$ cat src/rtl/cnn_pkg.sv
// Shared types and defaults for the CNN feature-map datapath.
package cnn_pkg;

    localparam int CNN_DATA_WIDTH = 32;
    localparam int CNN_FRAC_WIDTH = 16;

    typedef enum logic [1:0] {
        ST_IDLE,
        ST_READ,
        ST_DRAIN,
        ST_DONE
    } rd_state_e;

    typedef struct packed {
        logic sof;
        logic eol;
        logic eof;
    } beat_flags_t;

    localparam int FLAG_WIDTH = $bits(beat_flags_t);

    // Width needed to index/count v things, never below one bit.
    function automatic int clog2_min1(input int v);
        return (v > 1) ? $clog2(v) : 1;
    endfunction

endpackage

$ cat src/rtl/stream_fifo.sv
// First-word-fall-through FIFO with occupancy count; write and read in the
// same cycle are both performed. Writes to a full FIFO without a read are dropped.
module stream_fifo
    import cnn_pkg::*;
#(
    parameter int WIDTH = CNN_DATA_WIDTH + FLAG_WIDTH,
    parameter int DEPTH = 4
) (
    input  logic                              clk_i,
    input  logic                              rst_i,
    input  logic                              wr_en_i,
    input  logic [WIDTH-1:0]                  wr_data_i,
    input  logic                              rd_en_i,
    output logic [WIDTH-1:0]                  rd_data_o,
    output logic                              valid_o,
    output logic [clog2_min1(DEPTH+1)-1:0]    count_o
);

    localparam int PW = clog2_min1(DEPTH);
    localparam int CW = clog2_min1(DEPTH + 1);
    localparam logic [PW-1:0] LAST_PTR = PW'(DEPTH - 1);
    localparam logic [CW-1:0] FULL_CNT = CW'(DEPTH);

    logic [WIDTH-1:0] mem_q [DEPTH];
    logic [PW-1:0]    wr_ptr_q, wr_ptr_d;
    logic [PW-1:0]    rd_ptr_q, rd_ptr_d;
    logic [CW-1:0]    count_q, count_d;
    logic             do_wr, do_rd;

    // Pointer and occupancy update; a full FIFO still accepts a write when it is also read.
    always_comb begin
        do_rd    = rd_en_i && (count_q != '0);
        do_wr    = wr_en_i && ((count_q != FULL_CNT) || do_rd);
        wr_ptr_d = wr_ptr_q;
        rd_ptr_d = rd_ptr_q;
        count_d  = count_q;
        if (do_wr) begin
            wr_ptr_d = (wr_ptr_q == LAST_PTR) ? '0 : wr_ptr_q + 1'b1;
        end
        if (do_rd) begin
            rd_ptr_d = (rd_ptr_q == LAST_PTR) ? '0 : rd_ptr_q + 1'b1;
        end
        case ({do_wr, do_rd})
            2'b10:   count_d = count_q + 1'b1;
            2'b01:   count_d = count_q - 1'b1;
            default: count_d = count_q;
        endcase
    end

    // Control state register with synchronous flush.
    always_ff @(posedge clk_i) begin
        if (rst_i) begin
            wr_ptr_q <= '0;
            rd_ptr_q <= '0;
            count_q  <= '0;
        end else begin
            wr_ptr_q <= wr_ptr_d;
            rd_ptr_q <= rd_ptr_d;
            count_q  <= count_d;
        end
    end

    // Storage array; contents need no reset since count gates visibility.
    always_ff @(posedge clk_i) begin
        if (do_wr) begin
            mem_q[wr_ptr_q] <= wr_data_i;
        end
    end

    assign rd_data_o = mem_q[rd_ptr_q];
    assign valid_o   = (count_q != '0);
    assign count_o   = count_q;

endmodule

$ cat src/rtl/feature_map_stream_reader.sv
// Reads a stored feature map from a synchronous-read RAM and streams it in
// raster order with sof/eol/eof markers. Reads are credit-limited so the
// output FIFO can always absorb every in-flight RAM word.
// Optional: define FMAP_READER_CHECKSUM_EN to add checksum_o (sum of all
// handshaken beats, cleared on each accepted start).
module feature_map_stream_reader
    import cnn_pkg::*;
#(
    parameter int ADDR_WIDTH = 16,
    parameter int DATA_WIDTH = CNN_DATA_WIDTH,
    parameter int N_ROWS     = 53,
    parameter int N_COLS     = 79,
    parameter int RD_LATENCY = 1,
    parameter int FIFO_DEPTH = 4
) (
    input  logic                  clk_i,
    input  logic                  rst_i,
    input  logic                  start_i,
    output logic                  busy_o,
    output logic                  done_o,
    output logic [ADDR_WIDTH-1:0] ram_rdaddress_o,
    input  logic [DATA_WIDTH-1:0] ram_q_i,
    output logic [DATA_WIDTH-1:0] m_data_o,
    output logic                  m_valid_o,
    input  logic                  m_ready_i,
    output logic                  m_sof_o,
    output logic                  m_eol_o,
    output logic                  m_eof_o
`ifdef FMAP_READER_CHECKSUM_EN
    ,
    output logic [DATA_WIDTH-1:0] checksum_o
`endif
);

    localparam int TOTAL = N_ROWS * N_COLS;
    localparam int RW    = clog2_min1(N_ROWS);
    localparam int CLW   = clog2_min1(N_COLS);
    localparam int CW    = clog2_min1(FIFO_DEPTH + 1);
    localparam int FW    = DATA_WIDTH + FLAG_WIDTH;

    localparam logic [ADDR_WIDTH-1:0] LAST_ADDR = ADDR_WIDTH'(TOTAL - 1);
    localparam logic [RW-1:0]         LAST_ROW  = RW'(N_ROWS - 1);
    localparam logic [CLW-1:0]        LAST_COL  = CLW'(N_COLS - 1);
    localparam logic [CW:0]           CREDITS   = (CW + 1)'(FIFO_DEPTH);

    rd_state_e                     state_q, state_d;
    logic [ADDR_WIDTH-1:0]         idx_q, idx_d;
    logic [RW-1:0]                 row_q, row_d;
    logic [CLW-1:0]                col_q, col_d;
    logic [ADDR_WIDTH-1:0]         addr_q, addr_d;
    logic [RD_LATENCY:0]           pv_q, pv_d;
    beat_flags_t [RD_LATENCY:0]    pf_q, pf_d;
    logic [CW-1:0]                 inflight_q, inflight_d;

    logic                          issue;
    logic                          start_ok;
    logic                          credit_ok;
    logic                          fifo_wr;
    logic                          pop;
    beat_flags_t                   issue_flags;
    beat_flags_t                   head_flags;
    logic [FW-1:0]                 fifo_wr_data;
    logic [FW-1:0]                 fifo_rd_data;
    logic                          fifo_valid;
    logic [CW-1:0]                 fifo_count;

    // Position markers of the pixel about to be read.
    always_comb begin
        issue_flags     = '0;
        issue_flags.sof = (row_q == '0) && (col_q == '0);
        issue_flags.eol = (col_q == LAST_COL);
        issue_flags.eof = (col_q == LAST_COL) && (row_q == LAST_ROW);
    end

    // FSM next state, read issue under the credit rule, and raster counters.
    always_comb begin
        state_d   = state_q;
        idx_d     = idx_q;
        row_d     = row_q;
        col_d     = col_q;
        addr_d    = addr_q;
        issue     = 1'b0;
        start_ok  = (state_q == ST_IDLE) && start_i;
        credit_ok = ({1'b0, inflight_q} + {1'b0, fifo_count}) < CREDITS;
        case (state_q)
            ST_IDLE: begin
                if (start_ok) begin
                    state_d = ST_READ;
                    idx_d   = '0;
                    row_d   = '0;
                    col_d   = '0;
                    addr_d  = '0;
                end
            end
            ST_READ: begin
                if (credit_ok) begin
                    issue  = 1'b1;
                    addr_d = idx_q;
                    idx_d  = idx_q + 1'b1;
                    if (col_q == LAST_COL) begin
                        col_d = '0;
                        row_d = row_q + 1'b1;
                    end else begin
                        col_d = col_q + 1'b1;
                    end
                    if (idx_q == LAST_ADDR) begin
                        state_d = ST_DRAIN;
                        row_d   = '0;
                    end
                end
            end
            ST_DRAIN: begin
                // Finish as soon as the last beat leaves, so done_o follows its handshake directly.
                if ((inflight_q == '0) &&
                    ((fifo_count == '0) || ((fifo_count == CW'(1)) && pop))) begin
                    state_d = ST_DONE;
                end
            end
            ST_DONE: begin
                state_d = ST_IDLE;
            end
            default: begin
                state_d = ST_IDLE;
            end
        endcase
    end

    // Delay line carrying read-valid and flags until the RAM word arrives; tracks reads in flight.
    always_comb begin
        pv_d       = {pv_q[RD_LATENCY-1:0], issue};
        pf_d       = {pf_q[RD_LATENCY-1:0], issue_flags};
        fifo_wr    = pv_q[RD_LATENCY];
        pop        = fifo_valid && m_ready_i;
        inflight_d = inflight_q + CW'(issue) - CW'(fifo_wr);
    end

    // Registers for FSM, counters, address and delay line; reset flushes everything in flight.
    always_ff @(posedge clk_i) begin
        if (rst_i) begin
            state_q    <= ST_IDLE;
            idx_q      <= '0;
            row_q      <= '0;
            col_q      <= '0;
            addr_q     <= '0;
            pv_q       <= '0;
            pf_q       <= '0;
            inflight_q <= '0;
        end else begin
            state_q    <= state_d;
            idx_q      <= idx_d;
            row_q      <= row_d;
            col_q      <= col_d;
            addr_q     <= addr_d;
            pv_q       <= pv_d;
            pf_q       <= pf_d;
            inflight_q <= inflight_d;
        end
    end

    assign fifo_wr_data = {pf_q[RD_LATENCY], ram_q_i};

    stream_fifo #(
        .WIDTH (FW),
        .DEPTH (FIFO_DEPTH)
    ) u_fifo (
        .clk_i     (clk_i),
        .rst_i     (rst_i),
        .wr_en_i   (fifo_wr),
        .wr_data_i (fifo_wr_data),
        .rd_en_i   (pop),
        .rd_data_o (fifo_rd_data),
        .valid_o   (fifo_valid),
        .count_o   (fifo_count)
    );

    assign head_flags      = fifo_rd_data[FW-1:DATA_WIDTH];
    assign m_data_o        = fifo_rd_data[DATA_WIDTH-1:0];
    assign m_valid_o       = fifo_valid;
    assign m_sof_o         = fifo_valid && head_flags.sof;
    assign m_eol_o         = fifo_valid && head_flags.eol;
    assign m_eof_o         = fifo_valid && head_flags.eof;
    assign busy_o          = (state_q != ST_IDLE);
    assign done_o          = (state_q == ST_DONE);
    assign ram_rdaddress_o = addr_q;

`ifdef FMAP_READER_CHECKSUM_EN
    logic [DATA_WIDTH-1:0] checksum_q, checksum_d;

    // Running modulo-2^DATA_WIDTH sum of delivered beats.
    always_comb begin
        checksum_d = checksum_q;
        if (start_ok) begin
            checksum_d = '0;
        end else if (pop) begin
            checksum_d = checksum_q + m_data_o;
        end
    end

    // Checksum register.
    always_ff @(posedge clk_i) begin
        if (rst_i) begin
            checksum_q <= '0;
        end else begin
            checksum_q <= checksum_d;
        end
    end

    assign checksum_o = checksum_q;
`endif

endmodule

$ cat config.mk
export PLATFORM = sky130hd
export DESIGN_NAME = feature_map_stream_reader
export DESIGN_NICKNAME = d
export VERILOG_FILES = /design/src/rtl/cnn_pkg.sv /design/src/rtl/stream_fifo.sv /design/src/rtl/feature_map_stream_reader.sv
export SDC_FILE = /design/constraint.sdc
export NUM_CORES = 1
export LEC_CHECK = 0
export CAP_MARGIN = 40
export CORE_UTILIZATION = 60
export CTS_BUF_LIST = sky130_fd_sc_hd__clkbuf_8
export CTS_CLUSTER_SIZE = 12
export DETAILED_ROUTE_END_ITERATION = 12
export PLACE_DENSITY = 0.84
export RECOVER_POWER = 100
export SYNTH_ARGS = -nofsm -noshare
export SYNTH_HDL_FRONTEND = slang
export SYNTH_SLANG_ARGS = --single-unit
$ cat constraint.sdc
create_clock -name clk_i -period 5.4 [get_ports clk_i]
set_input_delay 1.08 -clock clk_i [delete_from_list [all_inputs] [get_ports clk_i]]
set_output_delay 1.08 -clock clk_i [all_outputs]
set_load 0.01 [all_outputs]
==> implementation parameters, run 1 <==
Parameter                              Value

Worst hold path
  Number of cells on the worst hold path ... 1
  Startpoint of the worst hold path ... pv_q[0]$_SDFF_PP0_
  Worst hold path class ... flip-flop to flip-flop
  Worst Hold Endpoint ... pv_q[1]$_SDFF_PP0_

Clock network
  TritonCTS buffer count ... 31
  Clock tree from TritonCTS ... built
  Post-CTS Setup Inserts ... 0
  Cells resized by post-CTS repair ... 0
  Max H-tree Level ... 1
  Clock slew at reported path FFs ... 0.06 ns
  TritonCTS sink count ... between 200 and 250
  Root buffer cell ... sky130_fd_sc_hd__clkbuf_8
  Quantity of hold-fixing buffers added after cts ... 0
  Source-to-sink clock delay at the later pin of the worst-skew pair ... 0.53 ns
  Maximum number of buffers from clock root to sink ... 3

GRT
  Via count of the first global-routing pass ... between 4000 and 5000
  M3 GR Usage ... 3.707%
  First-pass GRT wire length ... 25500 um
  Met2 Track Usage GR ... around 39%
  Busiest metal layer after global routing ... met2
  Antenna violations before repair ... 1
  Overall Global Routing Usage ... 22.80%
  Final global-route overflow total ... 0
  Maximum number of pins on one net before global-route repair ... 36
  Met1 Track Usage GR ... 30.03%

STA
  Setup violations, final ... 0
  Final number of hold-violating endpoints ... 0
  Final Slew Violations ... 127
  Measured slew at the worst slew-check pin ... 1.947 ns
  RSZ-0062 raised after global routing ... false
  Summed negative setup slack over all endpoints ... 0 ns
  Max frequency ... 227.1 MHz
  Maximum clock skew at final layout ... around 0.014 ns
  Final critical path time including I/O delays and setup ... approximately 4.4 ns
  Headroom to the max-slew limit ... -29.83%
  Share of the clock period used by the worst path after layout ... about four fifths

Cells and area
  Number of diodes ... 0
  Post-route cell area ... 9991 um^2
  Synth-to-layout area growth ... 20.42%
  Fraction of final layout cells with drive strength greater than 1 ... between 10% and 20%
  Final Util ... about three quarters
  Fill count ... 803
  Final net count ... 719

Yosys
  Number of standard cells after synthesis ... 550
  Most area-consuming cells after synthesis ... sky130_fd_sc_hd__edfxtp_1 (51%), sky130_fd_sc_hd__dfxtp_1 (16%), sky130_fd_sc_hd__mux4_2 (9.5%)
  Area fraction of the dominant cell type after synthesis ... roughly half
  Flip-flop and latch count after synthesis ... 207
  Fraction of the yosys area taken by sequential cells ... between 60% and 70%
  Yosys synthesis warning count ... 0
  Net count of the mapped netlist ... 613
  Post-Synthesis Mean Instance Area ... around 15 um^2
  Area of the mapped netlist ... 8297 um^2
  Number of flops mapped to enable cells by yosys ... 140
  Number of unique standard cell types used by synthesis ... 51
  Most used flip-flop cell after synthesis ... sky130_fd_sc_hd__edfxtp_1
  Dominant cell type by area after synthesis ... sky130_fd_sc_hd__edfxtp_1
  Fraction of registers with async set or reset after synthesis ... 0%

Placement
  Placement Cell Area ... 9432 um^2
  Port buffer count ... 89
  Final GP Congestion ... ~0.8
  Detail Placement HPWL ... 10100 um

Floorplan
  Core Region ... 13350 um^2
  Cell row count ... 42
  Chip Width ... 119.6 um
  Initial core utilization ... just over 60%
  Area of the die ... roughly 14000 um^2
  Number of top-level pins ... 90
  Height of the chip ... 119.6 um

Setup path
  Number of buffer and inverter instances along the worst setup path ... 2
  Largest driver fanout on the critical path ... 18
  Critical path's largest stage delay ... 1.10 ns
  Crit path kind ... flip-flop to output pin
  WP data arrival ... 3.32 ns
  Worst path required time ... approximately 4.3 ns
  Critical register-to-register path endpoint ... inflight_q[2]$_SDFF_PP0_
  Crit path max-delay cell type ... sky130_fd_sc_hd__dfxtp_1
  Reg2reg setup slack ... 1.99 ns
  Top Family by Delay on Critical Path ... buffers and inverters
  Sort of element at the start of the critical path ... flip-flop
  Cell Chain, Critical Path ... buf_4, mux4_2, dlygate4sd3_1
  Endpoint type of the worst setup path ... output pin
  Number of cells traversed by the worst register-to-register path ... 12
  Worst r2r src ... state_q[1]$_SDFFE_PP0P_

Detailed routing
  Total detailed-routing wirelength ... around 16000 um
  Average vias per placed instance ... 5.811
  First-pass DRT Iterations ... 5
  Count of nets left with antenna violations after detail routing ... 0
  Initial detailed-routing violation count ... roughly 280
  Routed wire length per instance ... 18.38 um
  Residual DRC ... 0
  Total via count in the routed design ... 4963

Status
  Outcome ... finished, violations left
  Failing checks ... max-capacitance violations, max-slew violations

Job
  Number of maximum-capacitance violations ... 4

Power
  P per Cell Area ... 404.6 nW/um^2
  Maximum vdd drop ... ~0.38 mV
  Total power consumption of the routed design ... 4.042 mW
  Pleak ... 3.428 nW
[synthesized netlist by cell type, types with 3 or more instances]
cell type                     n
sky130_fd_sc_hd__a22oi_1     17
sky130_fd_sc_hd__nor2b_1      6
sky130_fd_sc_hd__a31oi_1      3
sky130_fd_sc_hd__xnor2_1      3
sky130_fd_sc_hd__o21ai_0     14
sky130_fd_sc_hd__mux4_2      35
sky130_fd_sc_hd__or4_1        7
sky130_fd_sc_hd__clkbuf_1    16
sky130_fd_sc_hd__nand2_1     27
sky130_fd_sc_hd__buf_2        6
sky130_fd_sc_hd__a21oi_1     26
sky130_fd_sc_hd__xor2_1       4
sky130_fd_sc_hd__dfxtp_1     67
sky130_fd_sc_hd__mux2i_1      4
sky130_fd_sc_hd__nor4_1       8
sky130_fd_sc_hd__nand3_1      8
sky130_fd_sc_hd__ha_1        26
sky130_fd_sc_hd__or3_1       14
sky130_fd_sc_hd__edfxtp_1   140
sky130_fd_sc_hd__o2111ai_1    3
sky130_fd_sc_hd__and2_1       9
sky130_fd_sc_hd__nor2_1      33
sky130_fd_sc_hd__o31ai_1      7
sky130_fd_sc_hd__and3_1       4
sky130_fd_sc_hd__nand2b_1     4
sky130_fd_sc_hd__inv_1       22
sky130_fd_sc_hd__nand4_1      6
[per-stage QoR]
step / instances / hold slack [ns] / setup slack (ns)
3_3_place_gp: 793 / 0.4189 / 2.047
6_report: 854 / 0.4363 / 0.9963
5_1_grt: 854 / 0.4639 / 0.7250
4_1_cts: 854 / 0.4438 / 1.426
3_5_place_dp: 799 / 0.4278 / 2.001
2_1_floorplan: 550 / 0.4138 / 2.768
[report_power, final]
group	total, mW	leakage, nW	internal [mW]	switching [mW]
clock	1.32	0.363	0.756	0.563
sequential	1.85	1.80	1.77	0.0813
combinational	0.876	1.26	0.423	0.453
[layer usage]
layer,part of all wire (%),wire length (um),vias up
met3,4.6,717,25
met1,43,6769,2450
met2,50,7918,146
met5,0.083,13,-
met4,1.8,278,2
li1,-,-,2340
[cell usage in the layout (no fill, tap or decap), types with 14 or more instances in the layout]
| master | instances |
|---|---|
| sky130_fd_sc_hd__o21ai_0 | 14 |
| sky130_fd_sc_hd__clkbuf_8 | 33 |
| sky130_fd_sc_hd__dfxtp_1 | 66 |
| sky130_fd_sc_hd__ha_1 | 26 |
| sky130_fd_sc_hd__or3_1 | 14 |
| sky130_fd_sc_hd__a21oi_1 | 26 |
| sky130_fd_sc_hd__dlygate4sd3_1 | 87 |
| sky130_fd_sc_hd__edfxtp_1 | 140 |
| sky130_fd_sc_hd__nor2_1 | 33 |
| sky130_fd_sc_hd__mux4_2 | 35 |
| sky130_fd_sc_hd__nand2_1 | 27 |
| sky130_fd_sc_hd__a22oi_1 | 17 |
| sky130_fd_sc_hd__inv_1 | 29 |
[state kept, by name (all words and copies together), names as in the netlist, named ones only]
register,count
idx_q,16
row_q,6
pv_q,2
pf_d,3
col_q,7
ram_rdaddress_o,16
fifo_wr_data,3
u_fifo.rd_ptr_q,2
u_fifo.wr_ptr_q,2
u_fifo.mem_q,140
inflight_q,3
state_q,2
u_fifo.count_o,3
[how the worst max path moves through the flow]
| stage | cells past startpoint | slack [ns] | startpoint | endpoint |
|---|---|---|---|---|
| finish | 3 | 1.0 | flip-flop | m_data_o[23] |
| floorplan | 3 | 2.77 | flip-flop | m_data_o[10] |
| detailed placement | 3 | 2.00 | flip-flop | m_data_o[30] |
| global route | 3 | 0.72 | flip-flop | m_data_o[23] |
| global placement | 3 | 2.05 | flip-flop | m_data_o[6] |
| CTS | 3 | 1.43 | flip-flop | m_data_o[23] |
[area by class of cell]
type,count,area (um^2),area share [%]
clock buffer,33,454.2,4.546
clock inverter,22,200.2,2.004
multi-input combinational,297,2547,25.50
tap,176,220.2,2.204
timing repair buffer,97,939.7,9.405
inverter,22,82.58,0.8265
sequential,207,5547,55.52
[worst register-to-register path: stages, from the launching register on]
cell and delay, ns:
sky130_fd_sc_hd__dfxtp_1 0.33, sky130_fd_sc_hd__inv_1 0.13, sky130_fd_sc_hd__ha_1 0.29, sky130_fd_sc_hd__nor4b_1 0.96, sky130_fd_sc_hd__nand2b_1 0.22, sky130_fd_sc_hd__ha_1 0.35, sky130_fd_sc_hd__inv_1 0.06, sky130_fd_sc_hd__ha_1 0.13
sky130_fd_sc_hd__inv_1 0.05, sky130_fd_sc_hd__fa_1 0.37, sky130_fd_sc_hd__xor2_1 0.18, sky130_fd_sc_hd__xnor2_1 0.14, sky130_fd_sc_hd__nor2_1 0.06
[logic make-up after synthesis]
| kind of cell | Yosys count | share of synthesized area, % |
|---|---|---|
| AO/OA/AOI/OAI | 82 | 6.530 |
| flip-flops | 207 | 66.84 |
| AND/OR/NAND/NOR | 142 | 9.531 |
| adder cells (fa/ha/maj) | 27 | 4.162 |
| multiplexers | 39 | 9.983 |
| buffers and inverters | 46 | 2.217 |
| XOR/XNOR | 7 | 0.7390 |
(Power assumes the default switching activity.)
==> run 2: changes to the inputs <==
--- a/config.mk
+++ b/config.mk
@@ -6,11 +6,11 @@
 export NUM_CORES = 1
 export LEC_CHECK = 0
 export CAP_MARGIN = 40
-export CORE_UTILIZATION = 60
+export CORE_UTILIZATION = 53
 export CTS_BUF_LIST = sky130_fd_sc_hd__clkbuf_8
 export CTS_CLUSTER_SIZE = 12
 export DETAILED_ROUTE_END_ITERATION = 12
-export PLACE_DENSITY = 0.84
+export PLACE_DENSITY = 0.79
 export RECOVER_POWER = 100
 export SYNTH_ARGS = -nofsm -noshare
 export SYNTH_HDL_FRONTEND = slang
==> constraint.sdc (replaced) <==
create_clock -name clk_i -period 3.9 [get_ports clk_i]
set_input_delay 0.78 -clock clk_i [delete_from_list [all_inputs] [get_ports clk_i]]
set_output_delay 0.78 -clock clk_i [all_outputs]
set_load 0.01 [all_outputs]
==> run 2 against run 1 <==
Net effect:
- hold slack improved by 0.0061 ns
- count of clock-buffer cells in the layout decreased by 1
- critical endpoint is now m_data_o[27]
- worst setup slack lost 0.57 ns
- non-clock buffer count up 2
- highest routed layer unchanged
- via count grew 0.30%
- clock power grew 15%
- die area rose by 13%
- the flow still finishes with violations (max-capacitance violations, max-slew violations)
- core utilization shrank 9.6 points
- total power is 32% higher
==> implementation parameters, run 2 (same netlist as run 1, synthesis figures left out) <==
Parameter                              Value

Cells and area
  Number of flip-flops in the largest register ... 140 (unchanged)
  Most used cells in the layout excluding fill and tap cells ... sky130_fd_sc_hd__edfxtp_1 (140), sky130_fd_sc_hd__dlygate4sd3_1 (85), sky130_fd_sc_hd__dfxtp_1 (65), sky130_fd_sc_hd__mux4_2 (35), sky130_fd_sc_hd__inv_1 (34)
  Number of diodes ... 0 (unchanged)
  Final net count ... 721 (+0.28%)
  Fraction of final layout cells with drive strength greater than 1 ... 12.17% (-0.66 points)
  Commonest non-fill, non-tap cell in the layout ... sky130_fd_sc_hd__edfxtp_1
  Multi-input gate area in the final layout ... 2561 um^2 (+0.54%)
  Synth-to-layout area growth ... 20.09%
  Fill count ... 1111 (+38%)
  Register with the highest flop count ... u_fifo.mem_q
  Sequential Area ... 5548 um^2 (about the same)

GRT
  Overall Global Routing Usage ... 20.01% (-2.8 points)
  Maximum number of pins on one net before global-route repair ... 44 (+22%)
  Via count of the first global-routing pass ... 5045 (+1.1%)
  First-pass GRT wire length ... 25450 um (-0.19%)
  Final global-route overflow total ... 0 (unchanged)
  Antenna violations before repair ... 1 (unchanged)

Worst hold path
  Number of cells on the worst hold path ... 1 (unchanged)
  Worst Hold Endpoint ... fifo_wr_data[33]$_SDFF_PP0_
  Startpoint of the worst hold path ... pf_d[4]$_SDFF_PP0_
  Worst hold path class ... flip-flop to flip-flop

Clock network
  Max H-tree Level ... 1 (unchanged)
  Quantity of hold-fixing buffers added after cts ... 0 (unchanged)
  Root buffer cell ... sky130_fd_sc_hd__clkbuf_8
  Clock tree from TritonCTS ... built
  Maximum number of buffers from clock root to sink ... 3 (unchanged)
  Source-to-sink clock delay at the later pin of the worst-skew pair ... 0.54 ns (about the same)
  Cells resized by post-CTS repair ... 0 (unchanged)
  Clock slew at reported path FFs ... 0.06 ns (about the same)
  TritonCTS buffer count ... 31 (unchanged)
  TritonCTS sink count ... 207 (unchanged)
  Post-CTS Setup Inserts ... 0 (unchanged)

STA
  Max frequency ... 287.9 MHz
  Final critical path time including I/O delays and setup ... between 3 and 4 ns
  Measured slew at the worst slew-check pin ... 1.883 ns (-0.06482 ns)
  Summed negative setup slack over all endpoints ... 0 ns (unchanged)
  Maximum clock skew at final layout ... 0.009003 ns (-0.004819 ns)
  Setup violations, final ... 0 (unchanged)
  Final Slew Violations ... 162 (+28%)
  RSZ-0062 raised after global routing ... false
  Share of the clock period used by the worst path after layout ... 89.06%
  Headroom to the max-slew limit ... -25.51% (+4.3 points)
  Final number of hold-violating endpoints ... 0 (unchanged)

Setup path
  Cell Chain, Critical Path ... buf_4, mux4_2, dlygate4sd3_1
  Crit path max-delay cell type ... sky130_fd_sc_hd__dfxtp_2
  Critical path's largest stage delay ... 0.74 ns (-0.36 ns)
  Endpoint type of the worst setup path ... output pin
  Sort of element at the start of the critical path ... flip-flop
  Largest driver fanout on the critical path ... 17 (-1)
  Crit path kind ... flip-flop to output pin
  WP data arrival ... 2.69 ns (-0.63 ns)
  Number of buffer and inverter instances along the worst setup path ... 2 (unchanged)
  Worst r2r src ... u_fifo.count_o[0]$_SDFFE_PP0P_
  Critical register-to-register path endpoint ... u_fifo.mem_q[0][2]$_DFFE_PP_
  Top Family by Delay on Critical Path ... buffers and inverters
  Worst path required time ... 3.12 ns (-1.20 ns)
  Reg2reg setup slack ... 0.48 ns (-1.51 ns)
  Number of cells traversed by the worst register-to-register path ... 6 (-6)

Floorplan
  Initial core utilization ... 54.37% (-7.8 points)
  Cell row count ... 45 (+7.1%)
  Chip Width ... 127.1 um (+6.3%)
  Number of top-level pins ... 90 (unchanged)
  Height of the chip ... 127.1 um (+6.3%)
  Area of the die ... 16160 um^2 (+13%)
  Core Region ... 15260 um^2 (+14%)

Placement
  Port buffer count ... 89 (unchanged)
  Detail Placement HPWL ... 10380 um (+2.8%)
  Final GP Congestion ... 0.8038 (+0.32%)

Status
  Failing checks ... max-capacitance violations, max-slew violations
  Outcome ... finished, violations left

Power
  Pleak ... 3.413 nW (-0.44%)
  Total power consumption of the routed design ... 5.317 mW (+32%)
  P per Cell Area ... 533.7 nW/um^2 (+32%)
  Maximum vdd drop ... 0.2786 mV (-27%)

Detailed routing
  Initial detailed-routing violation count ... 368 (+30%)
  Total via count in the routed design ... 4978 (+0.30%)
  Residual DRC ... 0 (unchanged)
  First-pass DRT Iterations ... 4 (-1)
  Total detailed-routing wirelength ... 15580 um (-0.76%)
  Routed wire length per instance ... 17.44 um (-5.1%)
  Count of nets left with antenna violations after detail routing ... 0 (unchanged)
  Average vias per placed instance ... 5.574 (-4.1%)

Job
  Number of maximum-capacitance violations ... 5 (+1)
run 2: cell count changes in the layout (fill, tap and decap cells not counted), moves of 2 or more:
cell	before	now
sky130_fd_sc_hd__clkinv_1	3	8
sky130_fd_sc_hd__dlygate4sd3_1	87	85
sky130_fd_sc_hd__bufinv_16	4	0
sky130_fd_sc_hd__inv_1	29	34
sky130_fd_sc_hd__clkinv_2	7	5
sky130_fd_sc_hd__clkdlybuf4s50_1	2	4
run 2: area by class of cell:
| cell class | count | share of cell area, % |
|---|---|---|
| timing repair buffer | 99 | 9.707 |
| multi-input combinational | 297 | 25.71 |
| tap | 211 | 2.650 |
| clock buffer | 32 | 4.420 |
| inverter | 22 | 0.8288 |
| clock inverter | 25 | 1.005 |
| sequential | 207 | 55.68 |
run 2: metrics by stage:
step                util (%)  area (um^2)  hold slack (ns)  setup slack (ns)  std cells
floorplan                  -         8297           0.4138             1.433        550
global placement       61.61         9400           0.4182             1.064        830
detailed placement     62.28         9503           0.4311             1.031        836
CTS                    65.82        10040           0.4468            0.4435        893
global route           65.30         9963           0.4616            0.1897        893
finish                 65.30         9963           0.4424            0.4268        893
run 2: layer usage:
metal / vias to the layer above / global-route usage, % / share of wire [%]
li1: 2345 / - / -
met1: 2463 / 26.02 / 43
met2: 146 / 34.39 / 50
met3: 22 / 3.769 / 5.5
met4: 2 / 6.022 / 1.5
met5: - / 0 / 0.077
run 2: how the worst max path moves through the flow:
stage,startpoint,to,slack [ns],cells after the start
2_1_floorplan,inflight_q[2]$_SDFF_PP0_,inflight_q[2]$_SDFF_PP0_,1.43,11
3_3_place_gp,start_i,col_q[0]$_SDFFE_PP0P_,1.06,5
3_5_place_dp,flip-flop,m_data_o[27],1.03,3
4_1_cts,flip-flop,m_data_o[27],0.44,3
5_1_grt,u_fifo.count_o[0]$_SDFFE_PP0P_,u_fifo.mem_q[0][30]$_DFFE_PP_,0.19,6
6_report,flip-flop,m_data_o[27],0.43,3
run 2: worst reg2reg max path, cell delays in order (launching register included):
cell,delay [ns]
sky130_fd_sc_hd__dfxtp_1,0.44
sky130_fd_sc_hd__inv_1,0.11
sky130_fd_sc_hd__ha_1,0.24
sky130_fd_sc_hd__nand2_1,0.07
sky130_fd_sc_hd__o21a_1,0.19
sky130_fd_sc_hd__and2_0,0.60
sky130_fd_sc_hd__clkbuf_1,1.35
run 2: report_power, final:
| group | switching (mW) | internal [mW] |
|---|---|---|
| Combinational | 0.626 | 0.612 |
| Sequential | 0.107 | 2.45 |
| Clock | 0.768 | 0.757 |
